<file path="config.mk">
export PLATFORM = sky130hd
export DESIGN_NAME = alu_operand_seq_flat
export DESIGN_NICKNAME = d
export VERILOG_FILES = /design/src/rtl/alu_pkg.sv /design/src/rtl/alu_operand_seq_if.sv /design/src/rtl/alu_regfile.sv /design/src/rtl/alu_operand_seq.sv /design/src/flat_wrapper.sv
export SDC_FILE = /design/constraint.sdc
export NUM_CORES = 1
export LEC_CHECK = 0
export BUFFER_PORTS_ARGS = -buffer_cell sky130_fd_sc_hd__buf_2
export CORE_MARGIN = 2
export CORE_UTILIZATION = 60
export DETAILED_ROUTE_END_ITERATION = 8
export HOLD_SLACK_MARGIN = 0.12
export PLACE_DENSITY = 0.92
export SLEW_MARGIN = 0
export SYNTH_ARGS = -nofsm -noshare
export SYNTH_HDL_FRONTEND = slang
export SYNTH_SLANG_ARGS = --single-unit
</file>
<file path="constraint.sdc">
create_clock -name clk -period 2.2 [get_ports clk]
set_input_delay 0.11 -clock clk [delete_from_list [all_inputs] [get_ports clk]]
set_output_delay 0.11 -clock clk [all_outputs]
set_load 0.005 [all_outputs]
</file>
<file path="src/rtl/alu_pkg.sv">
// Purpose: shared opcodes, sequencer state encoding and opcode legality check.
// Latency: n/a (declarations only).
// Backpressure: n/a.
package alu_pkg;

  localparam logic [2:0] OP_AND = 3'b000;
  localparam logic [2:0] OP_OR  = 3'b001;
  localparam logic [2:0] OP_ADD = 3'b010;
  localparam logic [2:0] OP_SUB = 3'b110;

  typedef enum logic [1:0] {
    ST_IDLE = 2'd0,
    ST_READ = 2'd1,
    ST_EXEC = 2'd2,
    ST_WB   = 2'd3
  } state_e;

  // Only the four ALU functions are legal; everything else is flagged as err at writeback.
  function automatic logic op_legal(input logic [2:0] op);
    return (op == OP_AND) || (op == OP_OR) || (op == OP_ADD) || (op == OP_SUB);
  endfunction

endpackage

</file>
<file path="src/rtl/alu_operand_seq_if.sv">
// Purpose: instruction channel (valid/ready plus decoded opcode and register indices).
// Latency: n/a (wiring only).
// Backpressure: in_ready from the sequencer gates acceptance of in_valid.
interface alu_operand_seq_if #(
  parameter int AW = 3
);
  logic          in_valid;
  logic          in_ready;
  logic [2:0]    in_op;
  logic [AW-1:0] in_rd;
  logic [AW-1:0] in_rs;
  logic [AW-1:0] in_rt;

  modport master (output in_valid, output in_op, output in_rd, output in_rs, output in_rt,
                  input in_ready);
  modport slave  (input in_valid, input in_op, input in_rd, input in_rs, input in_rt,
                  output in_ready);
endinterface

</file>
<file path="src/rtl/alu_regfile.sv">
// Purpose: NREGS x W register file, two combinational operand reads, r0 hardwired to zero.
// Latency: reads combinational; writes visible the cycle after the write strobe.
// Backpressure: none; writeback beats the host when both hit one register in a cycle.
module alu_regfile
  import alu_pkg::*;
#(
  parameter int NREGS = 8,
  parameter int W     = 16,
  localparam int AW   = $clog2(NREGS)
) (
  input  logic          clk,
  input  logic          rst_n,
  input  logic [AW-1:0] rs_addr,
  input  logic [AW-1:0] rt_addr,
  output logic [W-1:0]  rs_dat,
  output logic [W-1:0]  rt_dat,
  input  logic          wb_we,
  input  logic [AW-1:0] wb_addr,
  input  logic [W-1:0]  wb_dat,
  input  logic          host_we,
  input  logic [AW-1:0] host_addr,
  input  logic [W-1:0]  host_wdata,
  output logic [W-1:0]  host_rdata
);

  logic [W-1:0] regs_q [NREGS];
  logic [W-1:0] regs_d [NREGS];

  // Next-state of the array: host write first, writeback applied last so it wins a collision.
  always_comb begin
    regs_d = regs_q;
    if (host_we && (host_addr != '0)) begin
      regs_d[host_addr] = host_wdata;
    end
    if (wb_we && (wb_addr != '0)) begin
      regs_d[wb_addr] = wb_dat;
    end
  end

  // Register storage; reset clears every entry.
  always_ff @(posedge clk or negedge rst_n) begin
    if (!rst_n) begin
      for (int i = 0; i < NREGS; i++) begin
        regs_q[i] <= '0;
      end
    end else begin
      regs_q <= regs_d;
    end
  end

  // Reads return pre-write contents, so a same-edge host write is not seen by the sampler.
  assign rs_dat     = (rs_addr   == '0) ? '0 : regs_q[rs_addr];
  assign rt_dat     = (rt_addr   == '0) ? '0 : regs_q[rt_addr];
  assign host_rdata = (host_addr == '0) ? '0 : regs_q[host_addr];

endmodule

</file>
<file path="src/rtl/alu_operand_seq.sv">
// Purpose: sequences one reg-reg instruction through an external combinational ALU and writes back.
// Latency: accept in cycle 0, done/err pulse in cycle 3, destination updated from cycle 4.
// Backpressure: in_ready high only in IDLE; nothing is queued, one instruction per 4 cycles.
module alu_operand_seq
  import alu_pkg::*;
#(
  parameter int NREGS = 8,
  parameter int W     = 16,
  localparam int AW   = $clog2(NREGS)
) (
  input  logic                clk,
  input  logic                rst_n,
  alu_operand_seq_if.slave    in_if,
  output logic [W-1:0]        alu_x,
  output logic [W-1:0]        alu_y,
  output logic [2:0]          alu_op,
  input  logic [W-1:0]        alu_s,
  input  logic                host_we,
  input  logic [AW-1:0]       host_addr,
  input  logic [W-1:0]        host_wdata,
  output logic [W-1:0]        host_rdata,
  output logic                done,
  output logic                err,
  output logic                flag_z,
  output logic                flag_n
);

  state_e        state_q, state_d;
  logic [2:0]    op_q, op_d;
  logic [AW-1:0] rd_q, rd_d;
  logic [AW-1:0] rs_q, rs_d;
  logic [AW-1:0] rt_q, rt_d;
  logic [W-1:0]  alu_x_q, alu_x_d;
  logic [W-1:0]  alu_y_q, alu_y_d;
  logic [2:0]    alu_op_q, alu_op_d;
  logic [W-1:0]  res_q, res_d;
  logic          flag_z_q, flag_z_d;
  logic          flag_n_q, flag_n_d;

  logic [W-1:0]  rs_dat;
  logic [W-1:0]  rt_dat;
  logic          in_wb;
  logic          legal;
  logic          wb_we;

  assign in_wb = (state_q == ST_WB);
  assign legal = op_legal(op_q);
  assign wb_we = in_wb && legal;

  alu_regfile #(
    .NREGS (NREGS),
    .W     (W)
  ) u_regfile (
    .clk        (clk),
    .rst_n      (rst_n),
    .rs_addr    (rs_q),
    .rt_addr    (rt_q),
    .rs_dat     (rs_dat),
    .rt_dat     (rt_dat),
    .wb_we      (wb_we),
    .wb_addr    (rd_q),
    .wb_dat     (res_q),
    .host_we    (host_we),
    .host_addr  (host_addr),
    .host_wdata (host_wdata),
    .host_rdata (host_rdata)
  );

  // FSM and datapath next-state: latch instruction, sample operands, capture result, update flags.
  always_comb begin
    state_d  = state_q;
    op_d     = op_q;
    rd_d     = rd_q;
    rs_d     = rs_q;
    rt_d     = rt_q;
    alu_x_d  = alu_x_q;
    alu_y_d  = alu_y_q;
    alu_op_d = alu_op_q;
    res_d    = res_q;
    flag_z_d = flag_z_q;
    flag_n_d = flag_n_q;
    case (state_q)
      ST_IDLE: begin
        if (in_if.in_valid) begin
          state_d = ST_READ;
          op_d    = in_if.in_op;
          rd_d    = in_if.in_rd;
          rs_d    = in_if.in_rs;
          rt_d    = in_if.in_rt;
        end
      end
      ST_READ: begin
        alu_x_d  = rs_dat;
        alu_y_d  = rt_dat;
        alu_op_d = op_q;
        state_d  = ST_EXEC;
      end
      ST_EXEC: begin
        res_d   = alu_s;
        state_d = ST_WB;
      end
      ST_WB: begin
        // Flags follow the result even when rd is r0; illegal ops leave them untouched.
        if (legal) begin
          flag_z_d = (res_q == '0);
          flag_n_d = res_q[W-1];
        end
        state_d = ST_IDLE;
      end
      default: state_d = ST_IDLE;
    endcase
  end

  // Sequencer state and operand/result registers.
  always_ff @(posedge clk or negedge rst_n) begin
    if (!rst_n) begin
      state_q  <= ST_IDLE;
      op_q     <= OP_AND;
      rd_q     <= '0;
      rs_q     <= '0;
      rt_q     <= '0;
      alu_x_q  <= '0;
      alu_y_q  <= '0;
      alu_op_q <= OP_AND;
      res_q    <= '0;
      flag_z_q <= 1'b1;
      flag_n_q <= 1'b0;
    end else begin
      state_q  <= state_d;
      op_q     <= op_d;
      rd_q     <= rd_d;
      rs_q     <= rs_d;
      rt_q     <= rt_d;
      alu_x_q  <= alu_x_d;
      alu_y_q  <= alu_y_d;
      alu_op_q <= alu_op_d;
      res_q    <= res_d;
      flag_z_q <= flag_z_d;
      flag_n_q <= flag_n_d;
    end
  end

  assign in_if.in_ready = (state_q == ST_IDLE);
  assign alu_x          = alu_x_q;
  assign alu_y          = alu_y_q;
  assign alu_op         = alu_op_q;
  assign done           = in_wb;
  assign err            = in_wb && !legal;
  assign flag_z         = flag_z_q;
  assign flag_n         = flag_n_q;

endmodule

</file>
<file path="src/flat_wrapper.sv">
// flat-port wrapper written by rule: the top's interface ports become plain ports
module alu_operand_seq_flat import alu_pkg::*;
#(
  parameter int NREGS = 8,
  parameter int W     = 16,
  localparam int AW   = $clog2(NREGS)
)
  (clk, rst_n, alu_x, alu_y, alu_op, alu_s, host_we, host_addr, host_wdata, host_rdata, done, err, flag_z, flag_n, in_if_in_valid, in_if_in_op, in_if_in_rd, in_if_in_rs, in_if_in_rt, in_if_in_ready);
  alu_operand_seq_if in_if_i ();
  input  logic clk;
  input  logic rst_n;
  output logic [W-1:0] alu_x;
  output logic [W-1:0] alu_y;
  output logic [2:0] alu_op;
  input  logic [W-1:0] alu_s;
  input  logic host_we;
  input  logic [AW-1:0] host_addr;
  input  logic [W-1:0] host_wdata;
  output logic [W-1:0] host_rdata;
  output logic done;
  output logic err;
  output logic flag_z;
  output logic flag_n;
  input wire logic [$bits(in_if_i.in_valid)-1:0] in_if_in_valid;
  input wire logic [$bits(in_if_i.in_op)-1:0] in_if_in_op;
  input wire logic [$bits(in_if_i.in_rd)-1:0] in_if_in_rd;
  input wire logic [$bits(in_if_i.in_rs)-1:0] in_if_in_rs;
  input wire logic [$bits(in_if_i.in_rt)-1:0] in_if_in_rt;
  output wire logic [$bits(in_if_i.in_ready)-1:0] in_if_in_ready;
  assign in_if_i.in_valid = in_if_in_valid;
  assign in_if_i.in_op = in_if_in_op;
  assign in_if_i.in_rd = in_if_in_rd;
  assign in_if_i.in_rs = in_if_in_rs;
  assign in_if_i.in_rt = in_if_in_rt;
  assign in_if_in_ready = in_if_i.in_ready;
  alu_operand_seq #(.NREGS(NREGS), .W(W)) u_core (.clk(clk), .rst_n(rst_n), .in_if(in_if_i), .alu_x(alu_x), .alu_y(alu_y), .alu_op(alu_op), .alu_s(alu_s), .host_we(host_we), .host_addr(host_addr), .host_wdata(host_wdata), .host_rdata(host_rdata), .done(done), .err(err), .flag_z(flag_z), .flag_n(flag_n));
endmodule
</file>
# Word-level counts from Yosys, hierarchy flattened
# Cells that the tools add are included.
# W data, S select, Z words.
# totals
ff_bits	195
in_bits	51
# classes
n_lt_le_gt_ge	6
mux	22
reduce_logical	20
bitwise_logic	4
n_eq_ne	7
# ops
cell	n
$bwmux W128	2
$mux W128	2
$mux W16	11
$bmux W16 S3	3
$demux W16 S3	2
$ge A4 B4 Y1 const B	4
$logic_not A16 Y1	1
$not A3 Y4	4
$logic_not A3 Y1	4
$lt A4 B1 Y1 const B	2
$pmux W2 S4	1
$logic_and A1 B1 Y1	6
$reduce_bool A3 Y1	2
$eq A2 B2 Y1 const B	2
$reduce_and A2 Y1	2
$eq A3 B1 Y1 const B	1
$eq A3 B2 Y1 const B	1
$eq A3 B3 Y1 const B	1
$logic_or A1 B1 Y1	3
$eq A2 B1 Y1 const B	1
$logic_not A2 Y1	1
$mux W2	1
$ne A2 B2 Y1 const B	1
$logic_not A1 Y1	1

# Depth between registers and ports, before layout
# Gate-level depths: netlist of the first run.
# logic_depth
depth_word	9
mapped_depth	7

# Modules after synthesis
# A second synthesis of the first run with hierarchy kept.
# unflattened
hier_cells	939
area_unflattened_um2	10625.2
# modules_own_cells
module	cells_each	area_each_um2	n_inst
alu_regfile	778	7987.7	1
alu_operand_seq	161	2637.5	1

# Worst setup path after synthesis of the first run
# OpenSTA, ideal clock, no wires.
# synth_timing
path_kind	flip-flop to flip-flop
from	register u_core.state_q[1]
to	register u_core.u_regfile.regs_q[15] in the netlist's numbering
path_buffers	2
setup_time_ps	122
path_slack_ps	420
stages_incl_launch_ff	8
period_less_slack_ps	1780
required_ps	2078
arrival_ps	1658
path_cell_list	dfrtp_1 -> ha_1 -> inv_1 -> or4_1 -> buf_2 -> buf_6 -> nor2_2 -> a21oi_2
# synth_lines
item	line_no	text
start, declared	alu_operand_seq.sv:28	state_e state_q, state_d;
start signal, assigned	alu_operand_seq.sv:129	state_q <= state_d;
end signal, assigned	alu_regfile.sv:47	regs_q <= regs_d;
end, declared	alu_regfile.sv:26	logic [W-1:0] regs_q [NREGS];

==> results of run 1 <==
-- flip-flops by register name, indices dropped and copies added, names as in the netlist, 2 cells and up --
register / count
u_core.op_q: 3
u_core.u_regfile.regs_q: 112
u_core.rd_q: 3
u_core.rt_q: 3
u_core.alu_y: 16
u_core.res_q: 16
u_core.rs_q: 3
u_core.alu_op: 3
u_core.alu_x: 16
u_core.state_q: 2
-- synth_stat cells (2+ instances only) --
cell      number
mux4_2        17
mux2i_1      172
dfrtp_1      178
ha_1           5
nand2b_1       3
nor2_2        14
inv_1          8
nor2_1       110
nand3_1        2
mux2_2        90
clkbuf_1      56
buf_2         27
nand4b_1       2
o21ai_0       35
nand2_1       45
buf_6          3
nor2b_1        8
buf_4          8
nor3_1         2
a22oi_1       38
o221ai_1      22
buf_1          5
nor4_1         4
o22ai_1        4
o21ai_1        2
nand4_1        7
a221oi_1       8
a21oi_1       85
o22a_1        22
a21oi_2       16
-- final cells by class --
type                            count  area, µm²  area share [%]
Multi-Input combinational cell    727       5710            45.7
Sequential cell                   179       4480            35.9
Timing Repair Buffer              197       1410            11.3
Clock buffer                       21        470            3.76
Tap cell                          225        282            2.25
Clock inverter                     11        116           0.931
Inverter                            8       30.0           0.240
-- repair_timing --
item | 4_1_cts | 5_1_grt
hold buffers | 46 | 0
hold endpoints to repair | 215 | 0
setup buffers | 0 | 0
-- cell families (layout without fill, tap and decap cells) --
kind of cell | Yosys count | after routing | share of synthesized area (%)
AO/OA/AOI/OAI | 236 | 236 | 14.6
adder cells (fa/ha/maj) | 5 | 5 | 0.587
buffers and inverters | 108 | 237 | 4.65
flip-flops | 179 | 179 | 42.0
multiplexers | 280 | 280 | 29.4
AND/OR/NAND/NOR | 206 | 206 | 8.78
-- routing by layer --
layer | global-route usage (%) | share of wire [%] | vias to the layer above
met5 | 0 | 0 | -
met2 | 51.7 | 44 | 658
met3 | 10.2 | 14 | 114
met1 | 49.2 | 39 | 4461
li1 | - | - | 3953
met4 | 13.4 | 3.0 | 0
-- where the power goes --
group	internal [mW]	leakage (nW)	total (mW)	switching, mW
sequential	4.94	2.01	7.74	2.79
clock	1.67	0.285	3.04	1.36
combinational	4.24	3.27	8.08	3.84
-- critical path, stage by stage, from the launching register on --
cell	delay (ns)
dfrtp_1	0.43
mux2_4	0.33
or4_2	0.60
buf_4	0.30
nor2_2	0.19
a21oi_2	0.04
-- final timing paths --
kind / from / end / cells after the start
worst max-delay path: u_core.op_q[1]$_DFFE_PN0P_ / u_core.u_regfile.regs_q[9]$_DFF_PN0_ / 5
worst max register to register: u_core.op_q[1]$_DFFE_PN0P_ / u_core.u_regfile.regs_q[9]$_DFF_PN0_ / 5
worst min register to register: u_core.alu_x[3]$_DFFE_PN0N_ / u_core.alu_x[3]$_DFFE_PN0N_ / 1
worst min-delay path: rst_n / u_core.u_regfile.regs_q[83]$_DFF_PN0_ / 2
min in group clk: alu_s[14] / u_core.res_q[14]$_DFFE_PN0P_ / 3
max in group asynchronous: rst_n / u_core.flag_z$_DFFE_PN1P_ / 3
-- through the flow --
step / util [%] / hold slack, ns
CTS: 72.0 / 0.230
finish: 72.0 / 0.212
global route: 72.0 / 0.283
global placement: 66.0 / 0.119
detailed placement: 66.0 / 0.124
floorplan: - / -0.186
==> flow_summary.ini, run 1 <==
[run_status]
status = complete, no violations

[clocking]
clock-sinks = 179
cts_buffer_depth = 2
cts-root-buf = clkbuf_16
cts_tree = yes
cts_buffers = 17
worstSkewPairLatency_ns = 0.44
clk_pin_slew_ns = 0.07
cts-htree-levels = 4
cts_resized = 0

[power_and_ir_drop]
power.leakage_nw = 5.56
total_power_mw = 18.8
powerDensity_nw_per_um2 = 1510
ir_drop_mv = 0.846

[routing]
drt-total-wl_um = 32200
vias = 9186
postRouteAntennaNets = 0
routed_via_density = 6.71
drtIter0Drc = 1411
wl_per_cell_um = 23.5
drc = 0
first_pass_iters = 6

[yosys]
avgSynthCellArea_um2 = 10.5
synth_cells = 1014
synth-seq-cells = 179
netlist_area_um2 = 10700
yosysUniqueCellTypes = 46
ys_warn_count = 0
synth-async-reset-ratio_pct = 100
ys_dominant_reg_cell = dfrtp_1
seq_area_frac_synth_pct = 42.0
synth_top_cell_by_area = dfrtp_1
synth_edf_count = 0
synth_top_cells_by_area = dfrtp_1, mux2i_1, mux2_2, a21oi_1, nor2_1
syn-num-nets = 1070
synth_top_area_share_pct = 41.8

[setup_path]
cp-start-kind = flip-flop
crit_required_ns = 2.50
regToRegSetupSlack_ns = 0.16
worstPathMaxFanout = 32
crit_arrival_ns = 2.34
cp-end-kind = flip-flop
worst-setup-path-type = reg2reg

[placement]
dpl.hpwl_um = 21900
place_area_um2 = 11500
io_buffer_count = 106
globalplace.congestion = 0.998
pre_cts_ws_ns = 0.196
placedCellCount = 1290

[hold_path]
hold_class = in2async

[grt]
antenna_found_initial = 0
grt_pass1_wl_um = 50000
grt_overflow = 0
grt_pass1_vias = 8996
grt_usage_pct = 35.1
grt_max_degree = 59

[layout]
finalNonFillerCells = 1368
final_common_cell = dfrtp_1
drive_above_1_share_pct = 28.9
syn_to_final_growth_pct = 17.3
final_cell_mix = dfrtp_1, mux2i_1, nor2_1
nets = 1186
insertedDiodeCount = 0
fillers = 1121
design_area_um2 = 12500

[sta]
maxSlewHeadroom_pct = 62.2
max_slew.worst_pin.slew_ns = 0.551
fin_ws_ns = 0.163
setup_viol = 0
fmax_mhz = 491
skew_ns = 0.00915
finalCritPeriodShare_pct = 92.6
slew_viol_final = 0
period_needed_ns = 2.04
finalSetupTns_ns = 0
rsz0062_at_grt = false
hold_violations = 0

[die]
fp.dieH_um = 137
fp.dieArea_um2 = 18800
rows = 48
io_pins = 107
die_w_um = 137
core_area_um2 = 17400
start_util_pct = 61.4

[run]
cap_violations = 0
(Power assumes the default switching activity.)
==> run 2, diff against run 1 <==
- ABC_AREA: unset -> 1
- PLACE_DENSITY: 0.92 -> 0.91
- clock period: 2.2 -> 1.9 ns (I/O delays scaled with it)
==> flow_summary.ini, run 2 <==
[run_status]
status = complete, no violations

[die]
fp.dieArea_um2 = 20500
rows = 50
io_pins = 107
core_area_um2 = 18800
die_w_um = 143
fp.dieH_um = 143
start_util_pct = 61.7

[clocking]
cts-htree-levels = 4
cts_tree = yes
clk_pin_slew_ns = 0.07
cts-root-buf = clkbuf_16
cts_buffer_depth = 2
cts_buffers = 17
worstSkewPairLatency_ns = 0.44
clock-sinks = 179
post_cts_buffers = 0

[yosys]
netlist_top_cells_count = nand2_1, nand3_1, dfrtp_1
ys_dominant_reg_cell = dfrtp_1
avgSynthCellArea_um2 = 6.40
synth.most_common_cell = nand2_1
netlist_area_um2 = 11600
synth_edf_count = 0
yosysUniqueCellTypes = 38
synth_top_cells_by_area = dfrtp_1, nand2_1, nand3_1, inv_1, nor2_1
ys_warn_count = 0
synth_cells = 1816
synth-seq-cells = 179
seq_area_frac_synth_pct = 38.5
synth-async-reset-ratio_pct = 100
synth_top_area_share_pct = 38.3
synth_top_cell_by_area = dfrtp_1
syn-num-nets = 1872

[setup_path]
cp-start-kind = flip-flop
worst-path-buf-inv = 2
path_cells = inv_1 -> nor2_1 -> a21oi_1 -> nor2b_1 -> nand2_1 -> buf_2
cpMaxStageDelayCell = dfrtp_1
worst-setup-path-type = reg2out
critical-path-top-delay-family = flip-flops
worstPathMaxFanout = 3
cp-end-kind = output port
crit_arrival_ns = 1.67
max_stage_delay_ns = 0.47
crit_required_ns = 1.80

[routing]
drtIter0Drc = 1574
drt-total-wl_um = 43900
wl_per_cell_um = 19.7
postRouteAntennaNets = 0
vias = 13100
drc = 0
first_pass_iters = 7
routed_via_density = 5.85

[grt]
grt_overflow = 0
grt_usage_pct = 43.8
grt_pass1_wl_um = 67000
grt_max_degree = 53
antenna_found_initial = 1
grt_pass1_vias = 11800

[sta]
setup_viol = 0
skew_ns = 0.0103
finalCritPeriodShare_pct = 92.8
hold_violations = 0
slew_viol_final = 0
rsz0062_at_grt = false
fmax_mhz = 567
maxSlewHeadroom_pct = 66.5
period_needed_ns = 1.76
finalSetupTns_ns = 0
fin_ws_ns = 0.136
max_slew.worst_pin.slew_ns = 0.502

[layout]
fillers = 1518
top_register = u_core.u_regfile.regs_q
largest_register_ffs = 112
nets = 2014
final_common_cell = nand2_1
drive_above_1_share_pct = 12.6
final_cell_mix = nand2_1, nand3_1, dfrtp_1
syn_to_final_growth_pct = 18.2

[placement]
globalplace.congestion = 1.04
io_buffer_count = 106
pre_cts_ws_ns = 0.182
dpl.hpwl_um = 31300

[run]
cap_violations = 0

[power_and_ir_drop]
power.leakage_nw = 7.53
total_power_mw = 23.0
powerDensity_nw_per_um2 = 1680
ir_drop_mv = 0.985

[hold_path]
hold_class = in2async
-- run 2: metrics by stage --
stage	cell area [µm²]	hold slack, ns	std cells	utilization (%)
3_3_place_gp	12700	0.0548	2153	67.2
6_report	13700	0.155	2232	73.0
3_5_place_dp	12700	0.0578	2153	67.2
4_1_cts	13700	0.160	2231	72.9
5_1_grt	13700	0.174	2231	73.0
2_1_floorplan	11600	-0.201	1816	-
-- run 2: path summary, 6_finish.rpt --
check / start / endpoint / slack [ns] / cells after the start
max: u_core.u_regfile.regs_q[15]$_DFF_PN0_ / host_rdata[15] / 0.14 / 6
min: rst_n / u_core.rd_q[0]$_DFFE_PN0P_ / 0.16 / 2
max reg2reg: u_core.state_q[0]$_DFFE_PN0P_ / u_core.u_regfile.regs_q[106]$_DFF_PN0_ / 0.25 / 7
min reg2reg: u_core.alu_x[13]$_DFFE_PN0N_ / u_core.alu_x[13]$_DFFE_PN0N_ / 0.48 / 2
max in group asynchronous: rst_n / u_core.alu_x[12]$_DFFE_PN0N_ / 1.11 / 3
min in group clk: host_we / u_core.u_regfile.regs_q[79]$_DFF_PN0_ / 0.25 / 5
-- run 2: cells by family (layout without fill, tap and decap cells) --
group | Yosys count | after routing | share of synthesized area (%)
simple gates | 1181 | 1181 | 42.7
buf+inv | 284 | 439 | 10.5
flops | 179 | 179 | 38.5
compound gates | 167 | 167 | 7.68
fa+ha+maj | 5 | 5 | 0.538
other cells | 0 | 1 | 0
-- run 2: power by group --
group | switching [mW] | total, mW | internal [mW]
Combinational | 7.67 | 11.5 | 3.87
Sequential | 2.05 | 7.72 | 5.67
Clock | 1.65 | 3.77 | 2.12
-- run 2: per-layer routing --
metal  vias to the layer above  track usage, %  routed length [µm]
met2                      1074            61.6               18100
met3                       112            19.7                7930
li1                       5927               -                   -
met5                         -               0                   0
met1                      5951            60.4               16900
met4                         0            13.2                1080
-- run 2: area by class of cell --
class | count | area, µm² | share of cell area [%]
Antenna cell | 1 | 2.50 | 0.0182
Clock inverter | 14 | 193 | 1.40
Sequential cell | 179 | 4480 | 32.6
Timing Repair Buffer | 212 | 1640 | 11.9
Inverter | 195 | 746 | 5.43
Multi-Input combinational cell | 1353 | 5930 | 43.1
Tap cell | 260 | 325 | 2.37
Clock buffer | 18 | 429 | 3.12
-- run 2: timing repair --
| action | CTS | global route |
|---|---|---|
| resized for setup | 0 | 1 |
| hold buffers | 46 | 0 |
| endpoints found under the hold margin | 260 | 0 |
| endpoints found under the setup margin | 0 | 1 |
